===== config.mk =====
export PLATFORM = sky130hd
export DESIGN_NAME = gcd_scheduler
export DESIGN_NICKNAME = d
export VERILOG_FILES = /design/src/rtl/gcd_pkg.sv /design/src/rtl/gcd_engine.sv /design/src/rtl/gcd_scheduler.sv
export SDC_FILE = /design/constraint.sdc
export NUM_CORES = 1
export LEC_CHECK = 0
export CAP_MARGIN = 20
export CORE_UTILIZATION = 45
export CTS_CLUSTER_DIAMETER = 120
export DETAILED_ROUTE_END_ITERATION = 10
export PLACE_DENSITY = 0.82
export SLEW_MARGIN = 40
export SYNTH_ARGS = -nofsm -noshare
export SYNTH_HDL_FRONTEND = slang
export SYNTH_SLANG_ARGS = --single-unit

===== constraint.sdc =====
create_clock -name clk -period 3.5 [get_ports clk]
set_clock_uncertainty 0.1 [all_clocks]
set_input_delay 0.7 -clock clk [delete_from_list [all_inputs] [get_ports clk]]
set_output_delay 0.7 -clock clk [all_outputs]
set_load 0.03 [all_outputs]

===== src/rtl/gcd_pkg.sv =====
// Shared definitions for the GCD scheduler: FSM state encoding and
// default sizing parameters.
package gcd_pkg;

    typedef enum logic [1:0] {
        IDLE  = 2'd0,
        CHECK = 2'd1,
        RUN   = 2'd2,
        RESP  = 2'd3
    } gcd_state_e;

    localparam int GCD_WIDTH_DEF      = 40;
    localparam int GCD_MAX_CYCLES_DEF = 128;

endpackage


===== src/rtl/gcd_engine.sv =====
// Iterative binary GCD datapath. Operands must both be non-zero; the
// caller bypasses the engine for zero operands. done pulses for one cycle
// with result valid in the same cycle and held until the next completion.
module gcd_engine
    import gcd_pkg::*;
#(
    parameter int WIDTH = GCD_WIDTH_DEF
) (
    input  logic             clk,
    input  logic             reset_n,
    input  logic             start,
    input  logic             abort,
    input  logic [WIDTH-1:0] x,
    input  logic [WIDTH-1:0] y,
    output logic             done,
    output logic [WIDTH-1:0] result
);

    localparam int SH_W = $clog2(WIDTH) + 1;

    logic [WIDTH-1:0] a_q;
    logic [WIDTH-1:0] b_q;
    logic [SH_W-1:0]  sh_q;
    logic             run_q;

    // One reduction step per cycle: strip common factors of two, strip
    // lone factors of two, otherwise subtract the smaller odd value.
    always_ff @(posedge clk or negedge reset_n) begin
        if (!reset_n) begin
            a_q    <= '0;
            b_q    <= '0;
            sh_q   <= '0;
            run_q  <= 1'b0;
            done   <= 1'b0;
            result <= '0;
        end else begin
            done <= 1'b0;
            if (abort) begin
                run_q <= 1'b0;
            end else if (start) begin
                a_q   <= x;
                b_q   <= y;
                sh_q  <= '0;
                run_q <= 1'b1;
            end else if (run_q) begin
                if (a_q == b_q) begin
                    run_q  <= 1'b0;
                    done   <= 1'b1;
                    result <= a_q << sh_q;
                end else if (!a_q[0] && !b_q[0]) begin
                    a_q  <= a_q >> 1;
                    b_q  <= b_q >> 1;
                    sh_q <= sh_q + SH_W'(1);
                end else if (!a_q[0]) begin
                    a_q <= a_q >> 1;
                end else if (!b_q[0]) begin
                    b_q <= b_q >> 1;
                end else if (a_q > b_q) begin
                    a_q <= a_q - b_q;
                end else begin
                    b_q <= b_q - a_q;
                end
            end
        end
    end

endmodule


===== src/rtl/gcd_scheduler.sv =====
// Round-robin front end that shares one gcd_engine among NUM_REQ
// requesters, one operation in flight at a time.
// Optional feature macro: GCD_SCHED_TIMEOUT_EN (RUN cycle budget of
// MAX_CYCLES; on expiry the engine is aborted and resp_err is raised).
//
//   state | meaning
//   IDLE  | arbitrate, accept one request, latch operands and id
//   CHECK | zero-operand bypass or start the engine
//   RUN   | wait for engine done (or timeout when compiled in)
//   RESP  | hold response until resp_ready, then advance rr pointer
module gcd_scheduler
    import gcd_pkg::*;
#(
    parameter int NUM_REQ    = 4,
    parameter int WIDTH      = GCD_WIDTH_DEF,
    parameter int MAX_CYCLES = GCD_MAX_CYCLES_DEF
) (
    input  logic                       clk,
    input  logic                       reset_n,
    input  logic [NUM_REQ-1:0]         req_valid,
    output logic [NUM_REQ-1:0]         req_ready,
    input  logic [NUM_REQ*WIDTH-1:0]   req_x,
    input  logic [NUM_REQ*WIDTH-1:0]   req_y,
    output logic                       resp_valid,
    input  logic                       resp_ready,
    output logic [$clog2(NUM_REQ)-1:0] resp_id,
    output logic [WIDTH-1:0]           resp_result,
    output logic                       resp_err,
    output logic                       busy
);

    localparam int ID_W = $clog2(NUM_REQ);

    gcd_state_e       state_q, state_d;
    logic [ID_W-1:0]  rr_q;
    logic [ID_W-1:0]  id_q;
    logic [WIDTH-1:0] x_q, y_q, res_q;
    logic [ID_W-1:0]  grant;
    logic             grant_vld;
    logic             zero_op;
    logic             eng_start, eng_abort, eng_done;
    logic [WIDTH-1:0] eng_res;
    logic             tmo;

    assign zero_op = (x_q == '0) || (y_q == '0);

    // First valid requester at or after rr_q, wrapping around.
    always_comb begin
        int idx_i;
        logic [ID_W-1:0] idx;
        idx_i     = 0;
        idx       = '0;
        grant     = '0;
        grant_vld = 1'b0;
        for (int k = 0; k < NUM_REQ; k++) begin
            idx_i = int'(rr_q) + k;
            if (idx_i >= NUM_REQ) idx_i = idx_i - NUM_REQ;
            idx = ID_W'(idx_i);
            if (!grant_vld && req_valid[idx]) begin
                grant_vld = 1'b1;
                grant     = idx;
            end
        end
    end

    // State register.
    always_ff @(posedge clk or negedge reset_n) begin
        if (!reset_n) state_q <= IDLE;
        else          state_q <= state_d;
    end

    // Next state, request accept and engine start.
    // req_ready is gated by reset_n because IDLE is also the reset state.
    always_comb begin
        state_d   = state_q;
        req_ready = '0;
        eng_start = 1'b0;
        unique case (state_q)
            IDLE: begin
                if (grant_vld) begin
                    req_ready[grant] = reset_n;
                    state_d          = CHECK;
                end
            end
            CHECK: begin
                if (zero_op) begin
                    state_d = RESP;
                end else begin
                    eng_start = 1'b1;
                    state_d   = RUN;
                end
            end
            RUN:     if (eng_done || tmo) state_d = RESP;
            RESP:    if (resp_ready) state_d = IDLE;
            default: state_d = IDLE;
        endcase
    end

    // Operand/id capture, result capture and round-robin pointer update.
    always_ff @(posedge clk or negedge reset_n) begin
        if (!reset_n) begin
            rr_q  <= '0;
            id_q  <= '0;
            x_q   <= '0;
            y_q   <= '0;
            res_q <= '0;
        end else begin
            unique case (state_q)
                IDLE: begin
                    if (grant_vld) begin
                        x_q  <= req_x[grant*WIDTH +: WIDTH];
                        y_q  <= req_y[grant*WIDTH +: WIDTH];
                        id_q <= grant;
                    end
                end
                CHECK: if (zero_op) res_q <= x_q | y_q;
                RUN: begin
                    if (eng_done)  res_q <= eng_res;
                    else if (tmo)  res_q <= '0;
                end
                RESP: begin
                    if (resp_ready)
                        rr_q <= (id_q == ID_W'(NUM_REQ - 1)) ? '0 : id_q + ID_W'(1);
                end
                default: ;
            endcase
        end
    end

`ifdef GCD_SCHED_TIMEOUT_EN
    localparam int CNT_W = $clog2(MAX_CYCLES + 1);

    logic [CNT_W-1:0] cnt_q;
    logic             err_q;

    // Done in the last budgeted cycle still counts as success.
    assign tmo       = (state_q == RUN) && !eng_done && (cnt_q == '0);
    assign eng_abort = tmo;
    assign resp_err  = err_q;

    // RUN budget down-counter, loaded so RUN lasts at most MAX_CYCLES cycles.
    always_ff @(posedge clk or negedge reset_n) begin
        if (!reset_n) begin
            cnt_q <= '0;
            err_q <= 1'b0;
        end else begin
            if (state_q == CHECK) begin
                cnt_q <= CNT_W'(MAX_CYCLES - 1);
                err_q <= 1'b0;
            end else if (state_q == RUN) begin
                if (eng_done)           err_q <= 1'b0;
                else if (tmo)           err_q <= 1'b1;
                if (cnt_q != '0)        cnt_q <= cnt_q - CNT_W'(1);
            end
        end
    end
`else
    logic unused_max_cycles;

    assign unused_max_cycles = (MAX_CYCLES > 0);
    assign tmo               = 1'b0;
    assign eng_abort         = 1'b0;
    assign resp_err          = 1'b0;
`endif

    assign resp_valid  = (state_q == RESP);
    assign resp_id     = id_q;
    assign resp_result = res_q;
    assign busy        = (state_q != IDLE);

    gcd_engine #(
        .WIDTH (WIDTH)
    ) u_engine (
        .clk     (clk),
        .reset_n (reset_n),
        .start   (eng_start),
        .abort   (eng_abort),
        .x       (x_q),
        .y       (y_q),
        .done    (eng_done),
        .result  (eng_res)
    );

endmodule


==> results of run 1 <==
==> how the worst max path moves through the flow <==
stage | from | end | depth (start not counted) | slack (ps)
after floorplan | u_engine.a_q[0] | u_engine.a_q[15] | 17 | 30
final | u_engine.b_q[33] | u_engine.b_q[19] | 12 | 40
after CTS | u_engine.a_q[0] | u_engine.a_q[35] | 14 | 20
after global routing | u_engine.b_q[0] | u_engine.b_q[34] | 14 | 9
after global placement | u_engine.a_q[0] | u_engine.a_q[4] | 14 | 190
after detailed placement | u_engine.a_q[0] | u_engine.a_q[8] | 14 | 40
==> cell type report <==
type,instances,area (µm²),area share
Clock inverter,11,173,0.00627
Clock buffer,45,898,0.0326
Multi-Input combinational cell,2225,13000,0.473
Tap cell,600,751,0.0273
Inverter,116,435,0.0158
Timing Repair Buffer,622,5870,0.213
Sequential cell,255,6380,0.232
Antenna cell,4,10.0,0.000364
==> stage by stage <==
stage	instances	hold slack, ps	total power [W]	utilization
floorplan	2810	304	0.00328	-
global placement	3810	362	0.00385	0.580
detailed placement	3811	369	0.00385	0.581
CTS	3868	382	0.00728	0.605
global route	3876	392	0.00746	0.608
finish	3878	377	0.00726	0.608
==> state kept, by name (all words and copies together) (netlist names) <==
name	cells
y_q	40
resp_result	40
u_engine.a_q	40
x_q	40
u_engine.run_q	1
rr_q	2
resp_id	2
u_engine.result	40
state_q	2
u_engine.b_q	40
u_engine.done	1
u_engine.sh_q	7
==> cells in the mapped netlist, types with 15 or more instances <==
cell      instances  share of area
nand2_1         452          0.082
nor2_1          416          0.076
o21ai_0         341          0.083
dfrtp_1         255           0.31
a21oi_1         217          0.053
clkbuf_1        157          0.029
inv_1           114          0.021
nand3_1         104          0.025
ha_1             87          0.053
xnor2_1          54          0.023
o211ai_1         42          0.015
buf_2            34         0.0083
mux2i_1          34          0.017
a21o_1           31          0.011
mux4_2           31          0.034
nand4_1          26         0.0079
o22ai_1          26         0.0079
o31ai_1          26         0.0095
nor3_1           25         0.0061
nor4_1           24         0.0073
o221ai_1         24          0.010
a221oi_1         19         0.0081
a31oi_1          18         0.0055
o21ai_1          18         0.0044
a211oi_1         17         0.0062
a22o_1           17         0.0072
buf_1            16         0.0029
o21bai_1         15         0.0055
==> report_power, final <==
group          internal, W  switching (W)  leakage (nW)
clock network      0.00207        0.00139         0.527
logic             0.000460       0.000395          8.15
registers          0.00295              0          3.56
==> critical path: stages, from the launching register on <==
cell,delay [ps]
dfrtp_1,390
inv_1,130
ha_1,430
a21o_1,150
a21o_1,140
nand2_1,70
a32o_1,320
a21oi_1,580
a21oi_4,150
buf_4,170
clkbuf_16,170
a221oi_1,380
o22ai_1,140
==> repair_timing <==
action                                 CTS  global route
setup endpoints to repair                0            69
setup buffers                            0             4
hold buffers                             1             0
endpoints found under the hold margin   34             0
resized for setup                        0            16
==> metal layers <==
| metal | routed length, µm | track usage | vias up | part of all wire |
|---|---|---|---|---|
| met5 | 0 | 0 | - | 0 |
| met4 | 7050 | 0.250 | 0 | 0.077 |
| met3 | 9260 | 0.0902 | 325 | 0.10 |
| met1 | 34400 | 0.474 | 11000 | 0.38 |
| li1 | - | - | 10800 | - |
| met2 | 40600 | 0.595 | 1364 | 0.44 |
==> logic make-up after synthesis <==
group	Yosys count	synth area share
multiplexers	71	0.0536
buffers and inverters	330	0.0645
other	1	0.000182
flip-flops	255	0.309
AO/OA/AOI/OAI	882	0.262
XOR/XNOR	68	0.0289
AND/OR/NAND/NOR	1114	0.227
adder cells (fa/ha/maj)	89	0.0547
==> cells in the final DEF (no fill, tap or decap), types with 24 or more instances in the layout <==
cell             instances
nand3_1                103
o211ai_1                42
xnor2_1                 54
mux2i_1                 34
nand4_1                 26
clkbuf_16               33
buf_4                  230
nand2_1                452
o221ai_1                24
nor2_1                 416
ha_1                    81
dfrtp_1                253
inv_1                  113
clkdlybuf4s50_1        369
a21oi_1                216
o22ai_1                 25
mux4_2                  31
o31ai_1                 26
a21o_1                  31
o21ai_0                340
==> impl_results.md, run 1 <==
* Final hold violations at 0
* Hold Path Depth at 2
* RSZ-0062 raised after global routing: no
* Finished Cell Area at around 28000 µm²
* Max_cap viols at 0
* Nets at roughly 3700
* Post-synthesis cell area at just over 20000 µm²
* Startpoint Class: flop
* Routed len/inst at between 20 and 25 µm
* Core area at between 40000 and 50000 µm²
* Pins Over Slew Limit at 0
* Setup slack, reg-to-reg at between 30 and 40 ps
* FMAX at roughly 290 MHz
* Starting DRT DRC Count at around 2800
* Pre-antenna DRT Iters at 6
* Largest net degree at the start of global routing at approximately 170
* DRC at 0
* Reg2reg end: u_engine.b_q[19]
* Worst VDD drop at 0.000334 V
* GRT overflow at 0
* Post-route ant nets at 0
* Post-route setup slack at ~36 ps
* Hold Crit Start: resp_result[28]
* TNS Setup at 0 ps
* Fillers at 4082
* Worst-margin pin slew at ~770 ps
* Syn_nets at 3226
* Register area share after synthesis at 0.309
* Min Tclk post-route at between 3000 and 4000 ps
* Asr flop ratio synth at 1.00
* Worst Path Required at 3870 ps
* First-pass GRT wire length at between 100000 and 150000 µm
* Synth unique cells at 79
* Root buf cell: clkbuf_16
* R2r worst-path depth at 12
* Die Area at 46700 µm²
* Longest Clk Path Bufs at 3
* Synth Area per Inst at roughly 7.3 µm²
* Final GP Congestion at around 1.1
* H-tree depth at 1
* Vias per cell at about 6.1
* Rows at 78
* Final setup violation count at 0
* Endpoint class of the critical path: flop
* Total CTS buffers at 31
* Pwr dens at between 200 and 300 nW/µm²
* Number of synthesized flops with an enable pin at 0
* Worst hold path endpoint: resp_result[28]
* Arr. time, crit path at 3830 ps
* Crit Path Class: reg -> reg
* Via count at between 20000 and 25000
* DPL Wire Length at between 70000 and 80000 µm
* Clk Latency, worst-skew pair at between 600 and 700 ps
* Initial Util at 0.455
* Sink Count at 255
* Die Height at around 220 µm
* #FFs+latches synth at between 200 and 300
* Die Wd at around 220 µm
* Clock slew at reported path FFs at around 60 ps
* Worst Path Max Fanout at 11
* Status: completed
* Tcrit/Tclk final at 0.990
* Yosys warns at 0
* Area Growth Syn to Fin at 33.5%
* IO Pins at 376
* Fraction of layout cells with a size suffix above 1 at 0.118
* Most common flop cell mapped by yosys: dfrtp_1
* Synth Instances at roughly 2800
* Pre-CTS setup slack at around 42 ps
* Number of global-route vias before repair at between 20000 and 25000
* P_leak at 12.2 nW
* Cell Area, Placed at approximately 26000 µm²
* Min-Delay Path Class: reg -> reg
* GRT Overall Usage at 0.382
* CTS tree: done
* Antenna violations before repair at 3
* Max_slew headroom at 0.486
* Port-buffer cells at between 300 and 400
* Final WL at roughly 91000 µm
* Worst R2R Start: u_engine.b_q[33]
Power figures use the tool's default switching activity.
==> run 2: changes to the inputs <==
- CORE_MARGIN: not set -> 8
==> impl_results.md, run 2 (synthesis results as in run 1) <==
* Combinational Power Share at 0.118 (about the same)
* Vias per cell at 6.07 (+0.20%)
* Crit-path slowest cell: dfrtp_1
* Worst Path Max Fanout at 4 (-7)
* Pwr dens at 258 nW/µm² (-2.1%)
* Rows at 78 (unchanged)
* Crit Path Class: reg -> reg
* TNS Setup at 0 ps (unchanged)
* Crit-path leading delay family: compound AO/OA/AOI/OAI gates
* Net Sw Frac at 0.250 (+0.00340)
* Antenna violations before repair at 4 (+1)
* Buf+Inv Stages, Crit Path at 3 (unchanged)
* Largest net degree at the start of global routing at 165 (unchanged)
* Ordered cell list for the critical path: inv_1 -> ha_1 -> nor2b_1 -> o21ai_0 -> a31oi_1 -> buf_4 -> o31ai_1 -> buf_4 -> o211a_1 -> o21ai_0 -> a21oi_1 -> mux2i_1 -> a31oi_1
* Internal power at 0.00530 W (-3.2%)
* Clk Latency, worst-skew pair at 600 ps (about the same)
* Min-Delay Path Class: reg -> reg
* Pins Over Slew Limit at 0 (unchanged)
* Max_slew headroom at 0.382 (-0.104)
* Nets at 3646 (-0.57%)
* Worst VDD drop at 0.000342 V (+2.3%)
* Final Util at 0.604 (-0.00412)
* Post-route ant nets at 0 (unchanged)
* Via count at 23400 (-0.37%)
* Min Tclk post-route at 3470 ps (+10.5 ps)
* Final Non-Filler Cells at 3856 (-0.57%)
* Arr. time, crit path at 3840 ps (about the same)
* Status: completed
* Sw Pwr at 0.00176 W (-1.4%)
* GRT overflow at 0 (unchanged)
* Worst-margin pin slew at 919 ps (+154 ps)
* Sequential share of power at 0.417 (+0.011)
* Clock slew at reported path FFs at 70 ps (about the same)
* Cells after DPL at 3792 (-0.50%)
* Port-buffer cells at 374 (unchanged)
* Final GP Congestion at 1.09 (+1.4%)
* Final hold violations at 0 (unchanged)
* Pre-antenna DRT Iters at 7 (+1)
* FMAX at 288 MHz (-0.30%)
* Initial Util at 0.455 (unchanged)
* Sink Count at 255 (unchanged)
* Area Growth Syn to Fin at 32.6%
* Endpoint class of the critical path: flop
* Total CTS buffers at 29 (-6.5%)
* H-tree depth at 1 (unchanged)
* Max_cap viols at 0 (unchanged)
* Clock Power Share at 0.465 (-0.011)
* Tcrit/Tclk final at 0.993 (+0.00301)
* RSZ-0062 raised after global routing: no
* DRC at 0 (unchanged)
* Root buf cell: clkbuf_16
* Number of global-route vias before repair at 22600 (-0.19%)
* Fraction of layout cells with a size suffix above 1 at 0.113 (-0.00446)
* DPL Wire Length at 72600 µm (+0.42%)
* Core area at 45300 µm² (unchanged)
* Final setup violation count at 0 (unchanged)
* Crit-path max cell delay at 410 ps (-170 ps)
* First-pass GRT wire length at 136000 µm (-0.43%)
* Startpoint Class: flop
* Die Wd at 230 µm (+6.5%)
* Die Height at 230 µm (+6.5%)
* Final WL at 91700 µm (+0.39%)
* Leading cell type in the layout, fill and taps excluded: nand2_1
* Die Area at 52900 µm² (+13%)
* Longest Clk Path Bufs at 3 (unchanged)
* Commonest cells after routing, fill and taps aside: nand2_1 (451), nor2_1 (416), clkdlybuf4s50_1 (369), o21ai_0 (341), dfrtp_1 (253)
* GRT Overall Usage at 0.328 (-0.0543)
* Routed len/inst at 23.8 µm (+0.96%)
* Starting DRT DRC Count at 2495 (-12%)
* CTS tree: done
* Worst Path Required at 3860 ps (about the same)
* P_leak at 12.1 nW (-0.88%)
* IO Pins at 376 (unchanged)
==> run 2: cell type report <==
cell class,instances,area (µm²)
fill,4154,17900
inverter,116,435
tap,600,751
multi-input combinational,2225,13000
clock buffer,40,837
timing repair buffer,603,5720
clock inverter,14,175
antenna,3,7.51
sequential,255,6390
==> run 2: repair_timing <==
action	4_1_cts	5_1_grt
endpoints found under the hold margin	31	0
hold buffers	1	0
setup buffers	0	1
gates resized for setup	0	23
endpoints found under the setup margin	0	72
==> run 2: worst register-to-register path: stages (launching register included) <==
cell,delay [ps]
dfrtp_1,410
inv_1,130
ha_1,350
nor2b_1,140
o21ai_0,320
a31oi_1,140
buf_4,160
o31ai_1,280
buf_4,220
o211a_1,180
o21ai_0,220
a21oi_1,310
mux2i_1,280
a31oi_1,110
==> run 2: power groups by stage <==
stage	clock network, W	logic (W)	registers, W
floorplan	0	0.000278	0.00300
global placement	0	0.000819	0.00300
detailed placement	0	0.000825	0.00300
CTS	0.00328	0.000828	0.00295
global route	0.00342	0.000914	0.00295
finish	0.00329	0.000831	0.00295
==> run 2: metrics by stage <==
stage / power (W) / hold slack (ps) / setup slack, ps / area, µm²
2_1_floorplan: 0.00328 / 304 / 29.3 / 20600
3_3_place_gp: 0.00382 / 362 / 148 / 26100
3_5_place_dp: 0.00383 / 370 / 59.0 / 26100
4_1_cts: 0.00706 / 384 / 4.69 / 27100
5_1_grt: 0.00728 / 404 / 1.63 / 27300
6_report: 0.00707 / 376 / 25.1 / 27300
==> run 2: metal layers <==
metal / vias up / track usage / routed length [µm]
li1: 10700 / - / -
met1: 11000 / 0.405 / 34700
met2: 1352 / 0.526 / 41500
met3: 306 / 0.0800 / 9380
met4: 4 / 0.173 / 6070
met5: - / 0 / 27
==> run 2: worst paths after layout <==
check,start,endpoint,slack (ps),cells past startpoint
max,u_engine.b_q[1],u_engine.a_q[33],30,13
min,resp_result[30],resp_result[30],380,2
max reg2reg,u_engine.b_q[1],u_engine.a_q[33],30,13
min reg2reg,resp_result[30],resp_result[30],380,2
max in group asynchronous,reset_n,y_q[29],1290,5
min in group asynchronous,reset_n,u_engine.result[19],530,2
